$ cat src/rtl/qerv_dbus_pkg.sv
// Shared types and constants for the qerv data-bus sequencer.
package qerv_dbus_pkg;

    typedef enum logic [1:0] {
        ST_IDLE   = 2'b00,
        ST_ACTIVE = 2'b01,
        ST_RESP   = 2'b10,
        ST_HOLD   = 2'b11
    } dbus_state_e;

    localparam logic [1:0] SZ_B = 2'b00;
    localparam logic [1:0] SZ_H = 2'b01;
    localparam logic [1:0] SZ_W = 2'b10;

    localparam int DBUS_TIMEOUT_DEF = 255;

    // Wishbone addresses are word granular; byte position lives in sel.
    function automatic logic [31:0] dbus_word_adr(input logic [29:0] word_idx);
        return {word_idx, 2'b00};
    endfunction

endpackage

$ cat src/rtl/qerv_dbus_sel.sv
// Byte-enable and alignment decode for a data-bus request.
module qerv_dbus_sel
    import qerv_dbus_pkg::*;
(
    input  logic [1:0] i_size,
    input  logic [1:0] i_adr,
    output logic [3:0] o_sel,
    output logic       o_misalign
);

    // Lane decode; size 11 falls through to the word encoding.
    always_comb begin
        o_sel      = 4'b1111;
        o_misalign = 1'b0;
        case (i_size)
            SZ_B: begin
                o_sel      = 4'b0001 << i_adr;
                o_misalign = 1'b0;
            end
            SZ_H: begin
                o_sel      = i_adr[1] ? 4'b1100 : 4'b0011;
                o_misalign = i_adr[0];
            end
            SZ_W: begin
                o_sel      = 4'b1111;
                o_misalign = (i_adr != 2'b00);
            end
            default: begin
                o_sel      = 4'b1111;
                o_misalign = (i_adr != 2'b00);
            end
        endcase
    end

endmodule

$ cat src/rtl/qerv_dbus_ctrl.sv
// Data-bus sequencer: one Wishbone classic cycle per core request.
// Optional ACTIVE-state timeout is enabled by defining QERV_DBUS_TIMEOUT_EN.
module qerv_dbus_ctrl
    import qerv_dbus_pkg::*;
#(
    parameter int TIMEOUT = DBUS_TIMEOUT_DEF
) (
    input  logic        i_clk,
    input  logic        i_rst,
    input  logic        i_req,
    input  logic [31:0] i_adr,
    input  logic        i_we,
    input  logic [1:0]  i_size,
    input  logic [31:0] i_dat,
    output logic        o_ack,
    output logic        o_err,
    output logic        o_load,
    output logic [31:0] o_rdt,
    output logic [31:0] o_wb_adr,
    output logic [31:0] o_wb_dat,
    output logic [3:0]  o_wb_sel,
    output logic        o_wb_we,
    output logic        o_wb_cyc,
    input  logic [31:0] i_wb_rdt,
    input  logic        i_wb_ack
);

    dbus_state_e state_q, state_d;

    logic [31:0] adr_q, adr_d;
    logic [31:0] dat_q, dat_d;
    logic [31:0] rdt_q, rdt_d;
    logic [3:0]  sel_q, sel_d;
    logic        we_q, we_d;
    logic        cyc_q, cyc_d;
    logic        ack_q, ack_d;
    logic        err_q, err_d;
    logic        load_q, load_d;

    logic [3:0]  req_sel_s;
    logic        misalign_s;
    logic        timeout_s;

    qerv_dbus_sel u_sel (
        .i_size     (i_size),
        .i_adr      (i_adr[1:0]),
        .o_sel      (req_sel_s),
        .o_misalign (misalign_s)
    );

`ifdef QERV_DBUS_TIMEOUT_EN
    localparam logic [15:0] TIMEOUT_LAST = 16'(TIMEOUT - 1);

    logic [15:0] cnt_q, cnt_d;

    assign timeout_s = (cnt_q == TIMEOUT_LAST);

    // Counts ACTIVE cycles that went by without a slave acknowledge.
    always_comb begin
        cnt_d = cnt_q;
        if (state_q == ST_IDLE) begin
            cnt_d = 16'd0;
        end else if ((state_q == ST_ACTIVE) && !i_wb_ack) begin
            cnt_d = cnt_q + 16'd1;
        end else begin
            cnt_d = cnt_q;
        end
    end

    always_ff @(posedge i_clk) begin
        if (i_rst) begin
            cnt_q <= 16'd0;
        end else begin
            cnt_q <= cnt_d;
        end
    end
`else
    logic unused_timeout_s;

    assign timeout_s        = 1'b0;
    assign unused_timeout_s = (TIMEOUT != 0);
`endif

    always_ff @(posedge i_clk) begin
        if (i_rst) begin
            state_q <= ST_IDLE;
            adr_q   <= 32'd0;
            dat_q   <= 32'd0;
            rdt_q   <= 32'd0;
            sel_q   <= 4'd0;
            we_q    <= 1'b0;
            cyc_q   <= 1'b0;
            ack_q   <= 1'b0;
            err_q   <= 1'b0;
            load_q  <= 1'b0;
        end else begin
            state_q <= state_d;
            adr_q   <= adr_d;
            dat_q   <= dat_d;
            rdt_q   <= rdt_d;
            sel_q   <= sel_d;
            we_q    <= we_d;
            cyc_q   <= cyc_d;
            ack_q   <= ack_d;
            err_q   <= err_d;
            load_q  <= load_d;
        end
    end

    // Next-state logic; acks outside ACTIVE never influence the sequence.
    always_comb begin
        state_d = state_q;
        case (state_q)
            ST_IDLE: begin
                if (i_req) begin
                    state_d = misalign_s ? ST_RESP : ST_ACTIVE;
                end else begin
                    state_d = ST_IDLE;
                end
            end
            ST_ACTIVE: begin
                if (i_wb_ack || timeout_s) begin
                    state_d = ST_HOLD;
                end else begin
                    state_d = ST_ACTIVE;
                end
            end
            ST_RESP: state_d = ST_HOLD;
            ST_HOLD: state_d = ST_IDLE;
            default: state_d = ST_IDLE;
        endcase
    end

    // Output and datapath values registered at the next edge.
    always_comb begin
        adr_d  = adr_q;
        dat_d  = dat_q;
        rdt_d  = rdt_q;
        sel_d  = sel_q;
        we_d   = we_q;
        cyc_d  = 1'b0;
        ack_d  = 1'b0;
        err_d  = 1'b0;
        load_d = 1'b0;
        case (state_q)
            ST_IDLE: begin
                if (i_req) begin
                    adr_d = dbus_word_adr(i_adr[31:2]);
                    dat_d = i_dat;
                    we_d  = i_we;
                    sel_d = req_sel_s;
                    // A misaligned request answers directly and never reaches the bus.
                    if (misalign_s) begin
                        ack_d = 1'b1;
                        err_d = 1'b1;
                    end else begin
                        cyc_d = 1'b1;
                    end
                end else begin
                    cyc_d = 1'b0;
                end
            end
            ST_ACTIVE: begin
                if (i_wb_ack) begin
                    ack_d  = 1'b1;
                    load_d = ~we_q;
                    if (!we_q) begin
                        rdt_d = i_wb_rdt;
                    end else begin
                        rdt_d = rdt_q;
                    end
                end else if (timeout_s) begin
                    ack_d = 1'b1;
                    err_d = 1'b1;
                end else begin
                    cyc_d = 1'b1;
                end
            end
            ST_RESP: cyc_d = 1'b0;
            ST_HOLD: cyc_d = 1'b0;
            default: cyc_d = 1'b0;
        endcase
    end

    assign o_ack    = ack_q;
    assign o_err    = err_q;
    assign o_load   = load_q;
    assign o_rdt    = rdt_q;
    assign o_wb_adr = adr_q;
    assign o_wb_dat = dat_q;
    assign o_wb_sel = sel_q;
    assign o_wb_we  = we_q;
    assign o_wb_cyc = cyc_q;

endmodule
$ cat config.mk
export PLATFORM = sky130hd
export DESIGN_NAME = qerv_dbus_ctrl
export DESIGN_NICKNAME = d
export VERILOG_FILES = /design/src/rtl/qerv_dbus_pkg.sv /design/src/rtl/qerv_dbus_sel.sv /design/src/rtl/qerv_dbus_ctrl.sv
export SDC_FILE = /design/constraint.sdc
export NUM_CORES = 1
export LEC_CHECK = 0
export ABC_AREA = 1
export CAP_MARGIN = 30
export CORE_UTILIZATION = 30
export CTS_BUF_LIST = sky130_fd_sc_hd__clkbuf_2 sky130_fd_sc_hd__clkbuf_4 sky130_fd_sc_hd__clkbuf_8
export DETAILED_ROUTE_END_ITERATION = 10
export HOLD_SLACK_MARGIN = 0.1
export PLACE_DENSITY = 0.66
export SLEW_MARGIN = 20
export SYNTH_ARGS = -nofsm -noshare
export SYNTH_HDL_FRONTEND = slang
export SYNTH_SLANG_ARGS = --single-unit
$ cat constraint.sdc
create_clock -name i_clk -period 1.2 [get_ports i_clk]
set_clock_uncertainty 0.1 [all_clocks]
set_input_delay 0.24 -clock i_clk [delete_from_list [all_inputs] [get_ports i_clk]]
set_output_delay 0.24 -clock i_clk [all_outputs]
set_load 0.1 [all_outputs]
# Word level (Yosys, flattened, before mapping)
# Cells that the tools add are included.
[totals]
reg_bits = 105
inputBits = 103
output_inout_bits = 105
word_cells = 42
[classes]
n_eq_ne = 4
n_shift = 1
n_mux = 15
n_bitwise = 4
n_reduce_logical = 8
[op_table]
columns = ["op", "count"]
rows = [
  ["2-bit one-hot mux with 4 select lines", 1],
  ["4-bit one-hot mux with 2 select lines", 1],
  ["1-bit two-way mux", 6],
  ["2-bit two-way mux", 3],
  ["2-bit by 1-bit equality test with 1-bit output (second input constant)", 2],
  ["2-bit equality test (second input constant)", 2],
  ["2-bit zero test", 2],
  ["4-bit two-way mux", 1],
  ["1-bit inverter", 4],
  ["1-bit one-hot mux with 2 select lines", 2],
  ["2-bit OR reduction", 2],
  ["1-bit by 2-bit left shift with 4-bit output (first input constant)", 1],
  ["1-bit one-hot mux with 3 select lines", 1],
  ["3-bit AND reduction", 1],
  ["3-bit OR reduction", 1],
  ["2-bit AND reduction", 1],
  ["2-bit nonzero test", 1],
]

# Longest topological paths before layout
[logic_depth]
word_depth = 5
depth_mapped = 8
depth_no_buf = 7

# Hierarchy
# A second synthesis with hierarchy kept.
[hier_totals]
hier_cells = 546
hier_area_um2 = 3988.8
[modules_own_cells]
columns = ["module", "instances", "cells_each", "area_per_inst_um2", "seq_area_each_um2"]
rows = [
  ["qerv_dbus_ctrl", 1, 531, 3928.8, 2102.0],
  ["qerv_dbus_sel", 1, 15, 60.1, 0.0],
]

# Worst setup path after synthesis
# OpenSTA, ideal clock, no wires.
[synth_path]
path_kind = "reg-to-reg"
startpoint = "reg we_q, in the netlist o_wb_we"
endpoint = "reg rdt_q[21], in the netlist o_rdt[21]"
arrival_ps = 1477
required_ps = 982
slack_ps = -495
path_stages_with_launch = 5
period_less_slack_ps = 1695
path_cell_list = "dfxtp_1 nor2_4 clkbuf_4 o21ai_0 nor2_1"
[synth_between]
elab_chain_len = 2
[synth_lines]
columns = ["element", "line_no", "text"]
rows = [
  ["start, declared", "qerv_dbus_ctrl.sv:34", "logic we_q, we_d;"],
  ["start signal, assigned", "qerv_dbus_ctrl.sv:102", "we_q <= we_d;"],
  ["1-bit inverter (no source line)", "n/a", ""],
  ["3-bit AND reduction (no source line)", "n/a", ""],
  ["end signal, assigned", "qerv_dbus_ctrl.sv:100", "rdt_q <= rdt_d;"],
  ["end, declared", "qerv_dbus_ctrl.sv:32", "logic [31:0] rdt_q, rdt_d;"],
]
# No other way between the ends.
# A chain may end at the register's enable or synchronous reset.

# Final worst setup path
[layout_path]
startpoint = "reg state_q[1]"
endpoint = "reg dat_q[2], in the netlist o_wb_dat[2]"
[layout_between]
elab_chain_len = 2
[layout_lines]
columns = ["element", "line_no", "text"]
rows = [
  ["start, declared", "qerv_dbus_ctrl.sv:28", "dbus_state_e state_q, state_d;"],
  ["start signal, assigned", "qerv_dbus_ctrl.sv:97", "state_q <= state_d;"],
  ["2-bit zero test", "qerv_dbus_ctrl.sv:145", "case (state_q)"],
  ["2-bit AND reduction (no source line)", "n/a", ""],
  ["end signal, assigned", "qerv_dbus_ctrl.sv:99", "dat_q <= dat_d;"],
  ["end, declared", "qerv_dbus_ctrl.sv:31", "logic [31:0] dat_q, dat_d;"],
]
# No other way between the ends.

==> flow_summary.yaml <==
yosys:
  yosys.area.top_type: "dfxtp_1"
  synthFlopType: "dfxtp_1"
  synth_compound_area_share_pct: 13.7
  yosysSeqAreaShare_pct: 55.1
  ys_warn_count: 0
  synth_top_family_by_area: "simple AND/OR/NAND/NOR gates"
  synth_fa_ha_area_share_pct: 1.31
  postSynthCellCount: 482
  synthMuxAreaShare_pct: 0
  netlist_area_um2: 3810
  synth_edf_count: 0
  synthXorXnorAreaFrac_pct: 0
  ys_seq_elements: 105
  yosys-top-cells-area: "dfxtp_1 55%, nor2_1 19%, o21ai_0 8.8%"
  synth_simple_gate_area_share_pct: 22.7
  ys_async_sr_fraction_pct: 0
  synth.avg_cell_area_um2: 7.91
  synth_most_common_cell: "nor2_1"
  synth_cell_types: 22
  ys_top_cells_by_count: "192 x nor2_1, 105 x dfxtp_1, 67 x o21ai_0, 29 x o21ai_1, 19 x nand2_1"
  yosysTopAreaCellShare_pct: 55.1
pwr:
  p_leak_uw: 0.00348
  combPwrFrac_pct: 42.5
  ir_drop_mv: 0.814
  p_switching_uw: 4460
  p_seq_share_pct: 35.9
  p_int_uw: 7030
  swShare_pct: 38.8
  power_density_nw_per_um2: 1340
  clockPowerShare_pct: 21.6
routing:
  drc: 0
  final_antenna_net_count: 0
  via_per_inst: 4.54
  vias: 4109
  drt_iter0_markers: 209
  drt-pass1-iter-count: 4
  wire_per_inst_um: 15.9
  drt-total-wl_um: 14400
cells_and_area:
  finish.utilization_pct: 70.0
  register_area_um2: 2310
  drive_gt1_share_pct: 53.8
  multi_input_area_um2: 1880
  final_net_count: 840
  syn2layout_area_growth_pct: 124
  num-fill-cells: 914
  antenna_cells: 0
global_routing:
  grt_overflow: 0
  grt_pass1_vias: 3904
  grt_usage_pct: 20.6
  antenna_found_initial: 0
  grt_max_degree: 41
  grt_first_pass_wirelength_um: 20600
cts:
  cts_tree: "done"
  cts_root_buf: "clkbuf_8"
  insertion_delay_ps: 370
  cts_made_buffers: 9
  cts.path.max_buffers: 2
  ctsHtreeMaxLevel: 3
  clock_sinks: 105
  clk_pin_slew_worst_paths_ps: 100
worst_setup_path:
  cp_top_family: "buffers and inverters"
  worst-r2r-cell-count: 8
  critPathLaunchType: "flop"
  crit_required_ps: 1370
  critical_path.cell_chain: "inv_4, buf_6, ha_4, nand2_8, inv_12, buf_12, nor2_1, nor2_1"
  cp_slowest_cell: "dfxtp_2"
  critical_path_arrival_ps: 1640
  slowest_delay_ps: 380
  endpoint_kind: "flop"
  critPathKind: "flop to flop"
  path_max_fanout: 19
  worst-path-stages: 8
  path_buf_inv: 4
  worst_path_most_repeated_cell: "nor2_1"
outcome:
  violations: "negative setup slack"
  status: "finished with violations"
floorplanning:
  rows: 40
  die_w_um: 115
  die_h_um: 115
  start_util_pct: 31.2
  num_io_pins: 208
  core_um2: 12200
  die_area_um2: 13200
sta:
  setup_viol: 208
  clock.fmax_ghz: 0.680
  slew_viol_final: 0
  worst_slack_ps: -271
  grt_setup_unrepaired: "true"
  period_needed_ps: 1470
  min_period_over_period_pct: 123
  final-hold-violation-count: 0
placement:
  port_buffers: 205
  pre_cts_ws_ps: -546
  routabilityCongestion: 0.748
  dp_hpwl_um: 9420
min_path:
  whs_path_depth: 3
  hp-class: "input port to flop"
run:
  max_cap_violations: 0
through the flow:
step	area [um^2]	power (uW)	setup TNS (ps)	std cells	hold slack, ps
floorplan	4030	6720	-2890	483	275
CTS	8080	11400	-24500	881	314
global placement	7270	8490	-36020	840	375
detailed placement	7270	8550	-38610	840	381
global route	8540	11900	-35430	906	334
finish	8540	11500	-26960	906	325
sequential cells by signal, indices dropped and copies added (netlist names):
register  cells
o_wb_sel      4
o_load        1
o_wb_we       1
state_q       2
o_rdt        32
o_wb_cyc      1
o_err         1
o_wb_dat     32
o_wb_adr     30
o_ack         1
worst min-delay path, stage by stage:
cell and delay, ps:
clkdlybuf4s50_1 400, nor2_1 100, nor2_1 40
repair_timing:
action | 4_1_cts | 5_1_grt
hold buffers | 0 | 0
cloned | 4 | 2
endpoints found under the setup margin | 208 | 208
gates resized for setup | 137 | 81
buffers inserted | 22 | 23
pin swaps | 16 | 14
placed cells by master, fill, tap and decap left out, drive strengths merged:
cell / count
dfxtp: 105
a21oi: 7
conb: 2
clkbuf: 13
o21ai: 96
inv: 11
nand3b: 1
clkinvlp: 1
clkdlybuf4s50: 102
ha: 4
nand2: 21
o22ai: 1
buf: 168
clkinv: 3
bufinv: 2
nor2: 194
nand3: 7
cells by family after synthesis:
family	after synthesis
adders and majority gates	4
DFF	105
and+or+nand+nor	223
buffers and inverters	45
other	1
AOI/OAI and AO/OA	104
power groups by stage:
stage	Clock [uW]	Sequential (uW)	Combinational, uW
2_1_floorplan	0	6060	661
3_3_place_gp	0	4200	4290
3_5_place_dp	0	4220	4330
4_1_cts	2570	4140	4650
5_1_grt	2690	4160	5060
6_report	2490	4120	4880
area by class of cell:
| type | count | share of cell area [%] |
|---|---|---|
| repair buffers | 272 | 44.9 |
| multi-input cells | 333 | 22.0 |
| well taps | 168 | 2.46 |
| flip-flops and latches | 105 | 27.0 |
| inverters | 12 | 0.952 |
| clock buffers | 11 | 1.77 |
| clock inverters | 5 | 0.908 |
per-layer routing:
layer  GRT usage [%]  share of wire, %  up-vias
met5               0                 0        -
met4            11.3               3.3        0
met3            3.37               4.2       29
met2            36.1                53      118
met1            24.2                40     1927
li1                -                 -     2035
worst paths after layout:
| path | slack (ps) | end | startpoint |
|---|---|---|---|
| worst max-delay path | -270 | o_wb_dat[2] | state_q[1] |
| worst min-delay path | 330 | o_rdt[9] | i_wb_rdt[9] |
| worst max register to register | -270 | o_wb_dat[2] | state_q[1] |
| worst min register to register | 410 | o_wb_adr[23] | o_wb_adr[23] |
Power figures use the tool's default switching activity.
